--- src/rtl/elevator_pkg.sv ---
// Shared definitions for the elevator panel logic.
//   N_KEYS_DEF       : default number of panel push-buttons
//   STABLE_TICKS_DEF : default number of consecutive equal 50 Hz samples
//                      needed to accept a level change (3 = 60 ms)
//   deb_state_t      : per-key debounce FSM state
package elevator_pkg;

    localparam int N_KEYS_DEF       = 8;
    localparam int STABLE_TICKS_DEF = 3;

    typedef enum logic [1:0] {
        IDLE         = 2'd0,
        PRESS_WAIT   = 2'd1,
        PRESSED      = 2'd2,
        RELEASE_WAIT = 2'd3
    } deb_state_t;

endpackage

--- src/rtl/key_debounce_cell.sv ---
// One push-button: 2-flop synchroniser, stability counter and debounce FSM.
// The FSM only advances in cycles where the shared strobe `tick` is high.
//   clk_in      : system clock
//   rst         : asynchronous active-high reset
//   tick        : one-cycle sampling strobe shared by all keys
//   key_raw     : raw asynchronous button level (1 = pressed)
//   key_level   : registered debounced level
//   key_press   : one-cycle pulse after an accepted 0->1 change
//   key_release : one-cycle pulse after an accepted 1->0 change
module key_debounce_cell
    import elevator_pkg::*;
#(
    parameter int STABLE_TICKS = STABLE_TICKS_DEF
) (
    input  logic clk_in,
    input  logic rst,
    input  logic tick,
    input  logic key_raw,
    output logic key_level,
    output logic key_press,
    output logic key_release
);

    localparam int CW = $clog2(STABLE_TICKS + 1);

    logic [1:0]    sync_q;
    logic          sample;
    deb_state_t    state_q, state_d;
    logic [CW-1:0] cnt_q, cnt_d, cnt_inc;
    logic          accept;
    logic          press_d, release_d;

    always_ff @(posedge clk_in or posedge rst) begin
        if (rst) sync_q <= '0;
        else     sync_q <= {sync_q[0], key_raw};
    end

    assign sample  = sync_q[1];
    // cnt_q never exceeds STABLE_TICKS-1, so the increment cannot wrap.
    assign cnt_inc = cnt_q + 1'b1;
    assign accept  = (cnt_inc == CW'(STABLE_TICKS));

    always_comb begin
        state_d   = state_q;
        cnt_d     = cnt_q;
        press_d   = 1'b0;
        release_d = 1'b0;
        if (tick) begin
            case (state_q)
                IDLE: begin
                    if (sample) begin
                        cnt_d   = CW'(1);
                        state_d = PRESS_WAIT;
                    end
                end
                PRESS_WAIT: begin
                    if (!sample) begin
                        cnt_d   = '0;
                        state_d = IDLE;
                    end else if (accept) begin
                        cnt_d   = '0;
                        state_d = PRESSED;
                        press_d = 1'b1;
                    end else begin
                        cnt_d   = cnt_inc;
                    end
                end
                PRESSED: begin
                    if (!sample) begin
                        cnt_d   = CW'(1);
                        state_d = RELEASE_WAIT;
                    end
                end
                RELEASE_WAIT: begin
                    if (sample) begin
                        cnt_d   = '0;
                        state_d = PRESSED;
                    end else if (accept) begin
                        cnt_d     = '0;
                        state_d   = IDLE;
                        release_d = 1'b1;
                    end else begin
                        cnt_d   = cnt_inc;
                    end
                end
                default: begin
                    cnt_d   = '0;
                    state_d = IDLE;
                end
            endcase
        end
    end

    // Outputs are registered from the next state so level and pulse
    // appear together in the cycle after the accepting tick.
    always_ff @(posedge clk_in or posedge rst) begin
        if (rst) begin
            state_q     <= IDLE;
            cnt_q       <= '0;
            key_level   <= 1'b0;
            key_press   <= 1'b0;
            key_release <= 1'b0;
        end else begin
            state_q     <= state_d;
            cnt_q       <= cnt_d;
            key_level   <= (state_d == PRESSED) || (state_d == RELEASE_WAIT);
            key_press   <= press_d;
            key_release <= release_d;
        end
    end

endmodule

--- src/rtl/key_debounce.sv ---
// Elevator panel key debouncer. Turns the 50 Hz divider output into a
// one-cycle sampling strobe and feeds it to N_KEYS independent debounce cells.
//   clk_in      : 50 MHz system clock (sole clock)
//   rst         : asynchronous active-high reset
//   tick_src    : 50 Hz square wave, treated as data
//   key_raw     : raw button levels, 1 = pressed
//   key_level   : debounced levels
//   key_press   : one-cycle pulses on accepted presses
//   key_release : one-cycle pulses on accepted releases
module key_debounce
    import elevator_pkg::*;
#(
    parameter int N_KEYS       = N_KEYS_DEF,
    parameter int STABLE_TICKS = STABLE_TICKS_DEF
) (
    input  logic              clk_in,
    input  logic              rst,
    input  logic              tick_src,
    input  logic [N_KEYS-1:0] key_raw,
    output logic [N_KEYS-1:0] key_level,
    output logic [N_KEYS-1:0] key_press,
    output logic [N_KEYS-1:0] key_release
);

    logic [1:0] tick_sync;
    logic       tick_prev;
    logic       tick;

    // tick_prev resets to 0, so a tick_src already high at reset release
    // can produce one early strobe; the debounce counters tolerate that.
    always_ff @(posedge clk_in or posedge rst) begin
        if (rst) begin
            tick_sync <= '0;
            tick_prev <= 1'b0;
        end else begin
            tick_sync <= {tick_sync[0], tick_src};
            tick_prev <= tick_sync[1];
        end
    end

    assign tick = tick_sync[1] & ~tick_prev;

    for (genvar g = 0; g < N_KEYS; g++) begin : g_key
        key_debounce_cell #(
            .STABLE_TICKS(STABLE_TICKS)
        ) u_cell (
            .clk_in     (clk_in),
            .rst        (rst),
            .tick       (tick),
            .key_raw    (key_raw[g]),
            .key_level  (key_level[g]),
            .key_press  (key_press[g]),
            .key_release(key_release[g])
        );
    end

endmodule

--- config.mk ---
export PLATFORM = sky130hd
export DESIGN_NAME = key_debounce
export DESIGN_NICKNAME = d
export VERILOG_FILES = /design/src/rtl/elevator_pkg.sv /design/src/rtl/key_debounce_cell.sv /design/src/rtl/key_debounce.sv
export SDC_FILE = /design/constraint.sdc
export NUM_CORES = 1
export LEC_CHECK = 0
export CELL_PAD_IN_SITES_DETAIL_PLACEMENT = 1
export CELL_PAD_IN_SITES_GLOBAL_PLACEMENT = 1
export CORE_MARGIN = 1
export CORE_UTILIZATION = 43
export DETAILED_ROUTE_END_ITERATION = 10
export DONT_BUFFER_PORTS = 1
export MAX_ROUTING_LAYER = met4
export PLACE_DENSITY_LB_ADDON = 0.25
export SYNTH_ARGS = -nofsm -noshare
export SYNTH_HDL_FRONTEND = slang
export SYNTH_SLANG_ARGS = --single-unit
export TNS_END_PERCENT = 1
--- constraint.sdc ---
create_clock -name clk_in -period 5.7 [get_ports clk_in]
set_clock_uncertainty 0.1 [all_clocks]
set_input_delay 0.855 -clock clk_in [delete_from_list [all_inputs] [get_ports clk_in]]
set_output_delay 0.855 -clock clk_in [all_outputs]
set_load 0.01 [all_outputs]
==> flow_summary.toml <==
[cells_and_area]
finish.instance_area_um2 = 3260
area_delta_synth_final_pct = 2.97
fin_nets = 229
antenna_cells = 0
fin_util_pct = 46.9
drive_above_1_share_pct = 12.1

[timing]
fin_crit_ns = 1.97
clock.fmax_mhz = 507
rsz0062_at_grt = "false"
maxSlewViolCount = 0
setup_viol = 0
period_share_pct = 34.6
relSlewSlack_pct = 39.4
tightest_slew_ns = 0.910
finalHoldViolations = 0
finalSetupTns_ns = 0

[grt]
grt_pass1_vias = 1669
grt_overflow = 0
grt_pass1_wl_um = 7760
grt_start_max_net_pins = 76
antenna_found_initial = 0
grt_usage_pct = 14.1

[synthesis]
synthAdderAreaFrac_pct = 0
synth_compound_area_share_pct = 11.0
ys_seq_area_share_pct = 59.4
synthMuxAreaShare_pct = 5.70
synth-edff-count = 0
syn_area_um2 = 3160
synth_xor_area_share_pct = 4.16
avgSynthCellArea_um2 = 13.4
synth-seq-cells = 75
async_reset_ff_share_pct = 100
syn_nets = 247
ys.warnings.count = 0
synth_cells = 236
synth-simple-area-share_pct = 12.5
synth_top_family_by_area = "simple AND/OR/NAND/NOR gates"
ys.flop_type = "dfrtp_1"
yosysUniqueCellTypes = 28

[floorplan]
initial_utilization_pct = 45.5
row_count = 30
core_um2 = 6940
die_w_um = 87.8
io_pins = 35
fp.dieH_um = 87.8
dieArea_um2 = 7700

[clock_network]
clkSinkCount = 75
cts_tree = "built"
cts_root_buf = "clkbuf_8"
numCtsBuffers = 9
cts_setup_buffers = 0
hold_buffers = 0
clock_latency_ns = 0.34
clkTransAtPathRegs_ns = 0.07
post_cts_resized = 0
cts_buffer_depth = 2
htreeDepth = 3

[power]
peakVddDrop_uv = 167
p_per_area_nw_per_um2 = 423
p_leak_nw = 1.46

[routing]
vias = 1658
wl_per_cell_um = 13.7
drtIter0Drc = 40
vias_per_cell = 5.20
antenna_left = 0
drt_first_pass_iters = 4
post-route-drc-count = 0
wirelength_um = 4380

[place]
post-dp-hpwl_um = 2740
numPortBuffers = 0
place_area_um2 = 3060
finalWeightedCongestion = 0.746

[min_path]
min_path_type = "flip-flop to flip-flop"

[critical_path]
startpoint_type = "flip-flop"
cp_max_fo = 40
cp.arrival_ns = 2.10
crit_type = "flip-flop to flip-flop"
crit_required_ns = 5.83
crit_path_end_kind = "flip-flop"

[status]
outcome = "complete, no violations"

[flow_run]
max-cap-violations = 0
-- cell type report --
class | instances | area (µm²)
fill | 721 | 3690
sequential | 75 | 1880
multi-input combinational | 130 | 1060
clock buffer | 15 | 186
tap | 96 | 120
timing repair buffer | 1 | 7.51
clock inverter | 1 | 5.00
inverter | 1 | 3.75
-- metal layers --
metal  GRT usage, %  wire length [µm]  share of wire [%]  up-vias
met5              -                 0                  0        -
met4           8.05               120                2.7        0
met3           5.18               166                3.8        9
met2           21.7              2080                 47       31
met1           15.7              2010                 46      836
li1               -                 -                  -      782
-- placed cells by master, fill, tap and decap left out --
cell       Yosys  routed
a21oi_1       15      15
nand3_4        6       6
a31oi_1        1       1
nand2b_1       1       1
dfrtp_1       75      75
or2_2          1       1
and4b_1        1       1
nor3b_1       16      16
or2_4          1       1
xnor2_1        7       7
o21ai_0        8       8
and2b_2        1       1
mux2_2         2       2
nand3b_1       1       1
inv_2          0       1
clkbuf_8       0      13
mux2_1        14      14
a211oi_1       7       7
a21o_1        14      14
clkbuf_1       0       2
a22o_1         1       1
xor2_1         8       8
buf_4         25       1
nand4b_1       7       7
o2bb2ai_1      7       7
nand2_1        2       2
nand3_1        2       2
nor2b_1        7       7
clkinv_2       0       1
-- path summary, 6_finish.rpt --
path / startpoint / endpoint / slack (ns) / cells past startpoint
max in group asynchronous: rst / g_key[3].u_cell.sync_q[1] / 4.34 / 2
worst min-delay path: g_key[0].u_cell.sync_q[0] / g_key[0].u_cell.sync_q[1] / 0.25 / 0
worst min register to register: g_key[0].u_cell.sync_q[0] / g_key[0].u_cell.sync_q[1] / 0.25 / 0
worst max-delay path: tick_prev / g_key[7].u_cell.key_level / 3.73 / 3
min in group asynchronous: rst / g_key[6].u_cell.key_press / 0.59 / 2
worst max register to register: tick_prev / g_key[7].u_cell.key_level / 3.73 / 3
-- worst max-delay path, stage by stage, from the launching register on --
cell and delay [ns]:
dfrtp_1 0.37, and2b_2 0.75, nand3_1 0.30, mux2_2 0.34
-- where the power goes --
part           switching [W]  total, W  internal [W]
clock network       0.000173  0.000379      0.000206
registers           0.000129  0.000775      0.000646
logic              0.0000985  0.000222      0.000124
total               0.000401   0.00138      0.000975
-- flip-flops by register name, indices dropped and copies added (netlist names) --
register / flops
tick_prev: 1
g_key.u_cell.key_release: 8
g_key.u_cell.sync_q: 16
g_key.u_cell.cnt_q: 16
g_key.u_cell.key_press: 8
g_key.u_cell.state_q: 16
tick_sync: 2
g_key.u_cell.key_level: 8
-- metrics by stage --
step / total power [W] / std cells / hold WS [ns] / worst slack (ns)
2_1_floorplan: 0.000981 / 236 / 0.231 / 2.84
3_3_place_gp: 0.00100 / 303 / 0.232 / 3.76
3_5_place_dp: 0.00101 / 303 / 0.236 / 3.72
4_1_cts: 0.00140 / 319 / 0.248 / 3.70
5_1_grt: 0.00147 / 319 / 0.255 / 3.56
6_report: 0.00138 / 319 / 0.249 / 3.73
-- cells in the mapped netlist, types with 2 or more instances --
cell / count / area [µm²]
mux2_2: 2 / 22.5
buf_6: 2 / 22.5
mux2_1: 14 / 158
xnor2_1: 7 / 61.3
buf_2: 3 / 15.0
o21ai_0: 8 / 40.0
nand2_1: 2 / 7.51
nor3b_1: 16 / 120
xor2_1: 8 / 70.1
a21o_1: 14 / 105
o2bb2ai_1: 7 / 61.3
nand4b_1: 7 / 61.3
nor2b_1: 7 / 43.8
a21oi_1: 15 / 75.1
nand3_4: 6 / 105
buf_4: 25 / 188
a211oi_1: 7 / 52.6
nand3_1: 2 / 10.0
dfrtp_1: 75 / 1880
-- kinds of logic (layout without fill, tap and decap cells) --
family	after synthesis	count (layout)
mux	16	16
compound gates	53	53
xor+xnor	15	15
flops	75	75
buf+inv	31	18
simple gates	46	46
No activity file was read; power rests on OpenSTA's default activity.
